### config.mk
export PLATFORM = sky130hd
export DESIGN_NAME = memory_map_generator_flat
export DESIGN_NICKNAME = d
export VERILOG_FILES = /design/src/rtl/memory_map_generator_if.sv /design/src/rtl/memory_map_generator.sv /design/src/flat_wrapper.sv
export SDC_FILE = /design/constraint.sdc
export NUM_CORES = 1
export LEC_CHECK = 0
export CORE_ASPECT_RATIO = 1.75
export CORE_MARGIN = 2
export CORE_UTILIZATION = 58
export DETAILED_ROUTE_END_ITERATION = 8
export DONT_BUFFER_PORTS = 1
export GPL_TIMING_DRIVEN = 0
export MAX_ROUTING_LAYER = met4
export PLACE_DENSITY = 0.76
export SETUP_SLACK_MARGIN = 0.02
export SLEW_MARGIN = 40
export SYNTH_ARGS = -nofsm -noshare
export SYNTH_HDL_FRONTEND = slang
export SYNTH_SLANG_ARGS = --single-unit
### constraint.sdc
create_clock -name clk -period 2.8 [get_ports clk]
set_input_delay 0.42 -clock clk [delete_from_list [all_inputs] [get_ports clk]]
set_output_delay 0.42 -clock clk [all_outputs]
set_load 0.01 [all_outputs]
### src/rtl/memory_map_generator_if.sv
// memory_map_generator_if: request/map handshake between the game FSM and the board generator.
interface memory_map_generator_if #(parameter int MAP_BITS = 64);
    logic                map_reset;
    logic [MAP_BITS-1:0] gen_map;
    logic                finished_gen;
    modport master (output map_reset, input gen_map, finished_gen);
    modport slave (input map_reset, output gen_map, finished_gen);
endinterface

### src/rtl/memory_map_generator.sv
// memory_map_generator: shuffles the ordered card pairs with an LFSR-driven Fisher-Yates pass.
module memory_map_generator #(
    parameter int BLOCKS_WIDE = 4,
    parameter int BLOCKS_HIGH = 4,
    parameter int BITS_PER_BLOCK = 4,
    parameter logic [BITS_PER_BLOCK-1:0] EMPTY_BLOCK = '0,
    parameter logic [15:0] LFSR_SEED = 16'hACE1
) (
    input logic clk,
    input logic reset,
    memory_map_generator_if.slave bus
);
    localparam int N = BLOCKS_WIDE * BLOCKS_HIGH;
    localparam logic [1:0] CLEAR = 2'd0, SHUFFLE = 2'd1, DONE = 2'd2;
    logic [1:0] state;
    logic [3:0] idx, j, mask;
    logic [15:0] lfsr;
    logic finished;
    logic [BITS_PER_BLOCK-1:0] cells [N];
    // candidate masked to the smallest power of two covering 0..idx; rejected when above idx
    always_comb begin
        mask = idx >= 4'd8 ? 4'hF : idx >= 4'd4 ? 4'h7 : idx >= 4'd2 ? 4'h3 : 4'h1;
        j = lfsr[3:0] & mask;
    end
    always_ff @(posedge clk or posedge reset)
        if (reset) begin
            state <= CLEAR;
            idx <= 4'(N - 1);
            lfsr <= LFSR_SEED;
            finished <= 1'b0;
            for (int k = 0; k < N; k++) cells[k] <= EMPTY_BLOCK;
        end else begin
            lfsr <= {lfsr[0] ^ lfsr[2] ^ lfsr[3] ^ lfsr[5], lfsr[15:1]};
            if (bus.map_reset || state == CLEAR) begin
                for (int k = 0; k < N; k++) cells[k] <= BITS_PER_BLOCK'(k / 2 + 1);
                idx <= 4'(N - 1);
                finished <= 1'b0;
                state <= bus.map_reset ? CLEAR : SHUFFLE;
            end else if (state == SHUFFLE && j <= idx) begin
                cells[idx] <= cells[j];
                cells[j] <= cells[idx];
                idx <= idx - 4'd1;
                if (idx == 4'd1) begin
                    state <= DONE;
                    finished <= 1'b1;
                end
            end
        end
    for (genvar g = 0; g < N; g++) begin : g_pack
        assign bus.gen_map[g*BITS_PER_BLOCK +: BITS_PER_BLOCK] = cells[g];
    end
    assign bus.finished_gen = finished;
endmodule

### src/flat_wrapper.sv
// flat-port wrapper written by rule: the top's interface ports become plain ports
module memory_map_generator_flat 
#(
    parameter int BLOCKS_WIDE = 4,
    parameter int BLOCKS_HIGH = 4,
    parameter int BITS_PER_BLOCK = 4,
    parameter logic [BITS_PER_BLOCK-1:0] EMPTY_BLOCK = '0,
    parameter logic [15:0] LFSR_SEED = 16'hACE1
)
  (clk, reset, bus_map_reset, bus_gen_map, bus_finished_gen);
  memory_map_generator_if #(.MAP_BITS(64)) bus_i ();
  input logic clk;
  input logic reset;
  input wire logic [$bits(bus_i.map_reset)-1:0] bus_map_reset;
  output wire logic [$bits(bus_i.gen_map)-1:0] bus_gen_map;
  output wire logic [$bits(bus_i.finished_gen)-1:0] bus_finished_gen;
  assign bus_i.map_reset = bus_map_reset;
  assign bus_gen_map = bus_i.gen_map;
  assign bus_finished_gen = bus_i.finished_gen;
  memory_map_generator #(.BLOCKS_WIDE(BLOCKS_WIDE), .BLOCKS_HIGH(BLOCKS_HIGH), .BITS_PER_BLOCK(BITS_PER_BLOCK), .EMPTY_BLOCK(EMPTY_BLOCK), .LFSR_SEED(LFSR_SEED)) u_core (.clk(clk), .reset(reset), .bus(bus_i));
endmodule
==> qor.yml <==
run_status:
  status: "finished, violations left"
  violations: "setup timing"
placed_design:
  port_buffers: 0
  place_hpwl_mm: 19.78
  place_congestion: 1.128
timing:
  whs_ns: 0.1205
  setup_violations: 50
  grt_setup_unrepaired: "true"
  fin_skew_ns: 0.009827
  final-max-slew-violation-count: 0
  timing.setup.tns_ns: -2.470
  max-slew-margin-rel_pct: 30.72
  fin_ws_ns: -0.1866
  finalHoldViolCount: 0
  fmax_ghz: 0.3348
  tightest_slew_ns: 1.033
  fin_crit_ns: 2.987
  period_share_pct: 106.7
power:
  power_uw: 3167
  ir_drop_uv: 315.3
  leakage_uw: 0.002995
  powerDensity_nw_per_um2: 403.8
clock_tree:
  cts.clk_slew.worst_paths_ns: 0.08
  cts.sinks: 86
  clock_latency_ns: 0.36
  clk_path_buf_depth: 2
  cts_buffers: 9
  root_buffer: "clkbuf_16"
  ctsHtreeMaxLevel: 3
  cts_tree: "done"
finish:
  final_common_cell: "dfrtp_1"
  syn_to_final_growth_pct: 31.70
  layout.nets: 700
  drive_gt1_share_pct: 35.01
  layout_common_cells: "dfrtp_1 (74), nand2_1 (41), buf_4 (36)"
global_routing:
  antenna_found_initial: 2
  grt_pass1_wl_mm: 43.77
  grt_usage_pct: 56.55
  overflow: 0
  grt_pass1_vias: 6745
  grt_max_degree: 54
logic_synthesis:
  synth_nets: 645
  synth_top_area_share_pct: 31.09
  synth_ff_type: "dfrtp_1"
  syn_area_per_cell_um2: 9.394
  synth_seq_area_share_pct: 36.39
  synth_seq_cells: 86
  yosys_warnings: 0
  synth_edf_count: 0
  synth_top_area_cell: "dfrtp_1"
  async_reset_ff_share_pct: 100.0
  synth_cell_types: 75
  synthCells: 634
  synthesis.area_um2: 5956
  synth.area.top_cells: "dfrtp_1 (31%), mux2i_1 (6.7%), mux4_2 (5.7%)"
critical_path:
  slowest_stage: "dfstp_2"
  timing.rr.start: "u_core.lfsr[0]$_DFF_PP1_"
  worstPathArrival_ns: 3.23
  required_ns: 3.04
  crit_path_cell_trace: "clkinvlp_4, clkbuf_8, ha_1, and4_4, buf_6, or2_4, o21a_4, buf_12, clkbuf_16, a32oi_1, o21ai_1"
  cp_num_buf_inv: 5
  critPathMaxStageDelay_ns: 0.60
  start_kind: "flop"
  cp_top_family: "buffers and inverters"
  crit_fanout: 10
  startpoint: "u_core.lfsr[0]$_DFF_PP1_"
  path_class: "flop to flop"
  cp-end-kind: "flop"
detailed_routing:
  routed_wl_mm: 30.96
  drt_iter0_markers: 1587
  dr_total_vias: 7033
  viasPerCell: 8.546
  postRouteAntennaNets: 0
  remaining_drc_errors: 0
  dr.pass1.iters: 8
  routedWlPerCell_um: 37.62
floorplan:
  start_util_pct: 58.87
  io_pins: 68
  die_x_um: 80.60
  rows: 49
  fp.coreArea_um2: 10120
  die_h_um: 138.1
  die_area_um2: 11130
job:
  drv_cap: 0
worst_hold_path:
  min_path_type: "primary input to flop"
  hp-start: "bus_map_reset"
[per-stage QoR]
stage	cell area, um^2	setup WS (ns)	cells	util, %
3_5_place_dp	6226	-1.153	762	61.55
4_1_cts	7197	-0.05609	800	71.14
6_report	7844	-0.1866	823	77.54
2_1_floorplan	6006	0.002365	634	-
3_3_place_gp	6165	-1.068	761	60.94
5_1_grt	7844	-0.1672	823	77.54
[report_power, final]
| part | internal (uW) | leakage (uW) | switching (uW) |
|---|---|---|---|
| Clock | 805 | 0.000165 | 600 |
| Combinational | 155 | 0.00178 | 272 |
| Sequential | 1270 | 0.00105 | 64.9 |
| Total | 2230 | 0.00300 | 937 |
[cell usage after synthesis, types with 5 or more instances]
library cell	instances
o2111ai_1	6
o21a_1	5
mux4_2	15
a211oi_1	8
a221oi_1	6
o221ai_1	27
buf_2	17
clkbuf_1	26
and2_1	6
o22ai_1	8
nand4_1	7
o21ai_0	40
nand2_1	46
nor3_1	19
dfrtp_1	74
o21ai_1	6
inv_1	20
nor2_1	40
nor2b_1	5
mux2i_1	40
nand3_1	27
or3_1	6
dfstp_2	12
and3_1	13
a211o_1	5
a21oi_1	32
o211ai_1	12
a32oi_1	7
nand2b_1	6
ha_1	8
[timing repair]
item                                   CTS  global route
resized for setup                       99           111
cloned                                   3             3
setup endpoints to repair               70            68
pin swaps                               17            36
endpoints found under the hold margin   29             0
buffers inserted                        20            23
hold buffers                             1             0
[flip-flops by register name (all words and copies together) (netlist names)]
signal                   cells
u_core.bus.finished_gen      1
u_core.bus.gen_map          64
u_core.idx                   4
u_core.lfsr                 16
u_core.state                 1
[layer usage]
layer / up-vias / track usage, % / wire length [um] / share of wire [%]
li1: 2602 / - / - / -
met1: 3244 / 58.60 / 8960 / 29
met2: 819 / 77.98 / 13100 / 42
met3: 368 / 26.89 / 4793 / 15
met4: 0 / 49.24 / 4115 / 13
met5: - / - / 0 / 0
[cell families after synthesis]
logic type | count (synthesis) | share of synthesized area, %
AOI/OAI and AO/OA | 211 | 26.14
xor gates and xnor gates | 4 | 0.5883
adders and majority gates | 8 | 1.681
buffers and inverters | 71 | 5.273
DFF | 86 | 36.39
muxes | 60 | 13.59
and+or+nand+nor | 194 | 16.34
[final timing paths]
path / end / slack [ns] / cells past startpoint
hold reg to reg: u_core.lfsr[3]$_DFF_PP0_ / 0.36 / 0
setup / recovery: u_core.bus.gen_map[43]$_DFFE_PP0P_ / -0.19 / 11
max in group asynchronous: u_core.lfsr[0]$_DFF_PP1_ / 1.61 / 3
min in group asynchronous: u_core.bus.gen_map[9]$_DFFE_PP0P_ / 0.54 / 2
setup reg to reg: u_core.bus.gen_map[43]$_DFFE_PP0P_ / -0.19 / 11
hold / removal: u_core.state[0]$_DFFE_PP0P_ / 0.12 / 1
[layout make-up]
cell class / instances / area [um^2]
clock inverters: 7 / 113.9
inverters: 21 / 98.84
clock buffers: 9 / 225.2
plain buffers: 44 / 478.0
flip-flops and latches: 86 / 2167
well taps: 127 / 158.9
repair buffers: 50 / 485.5
multi-input cells: 477 / 4111
diodes: 2 / 5.005
fillers: 667 / 2272
No activity file was read; power rests on OpenSTA's default activity.
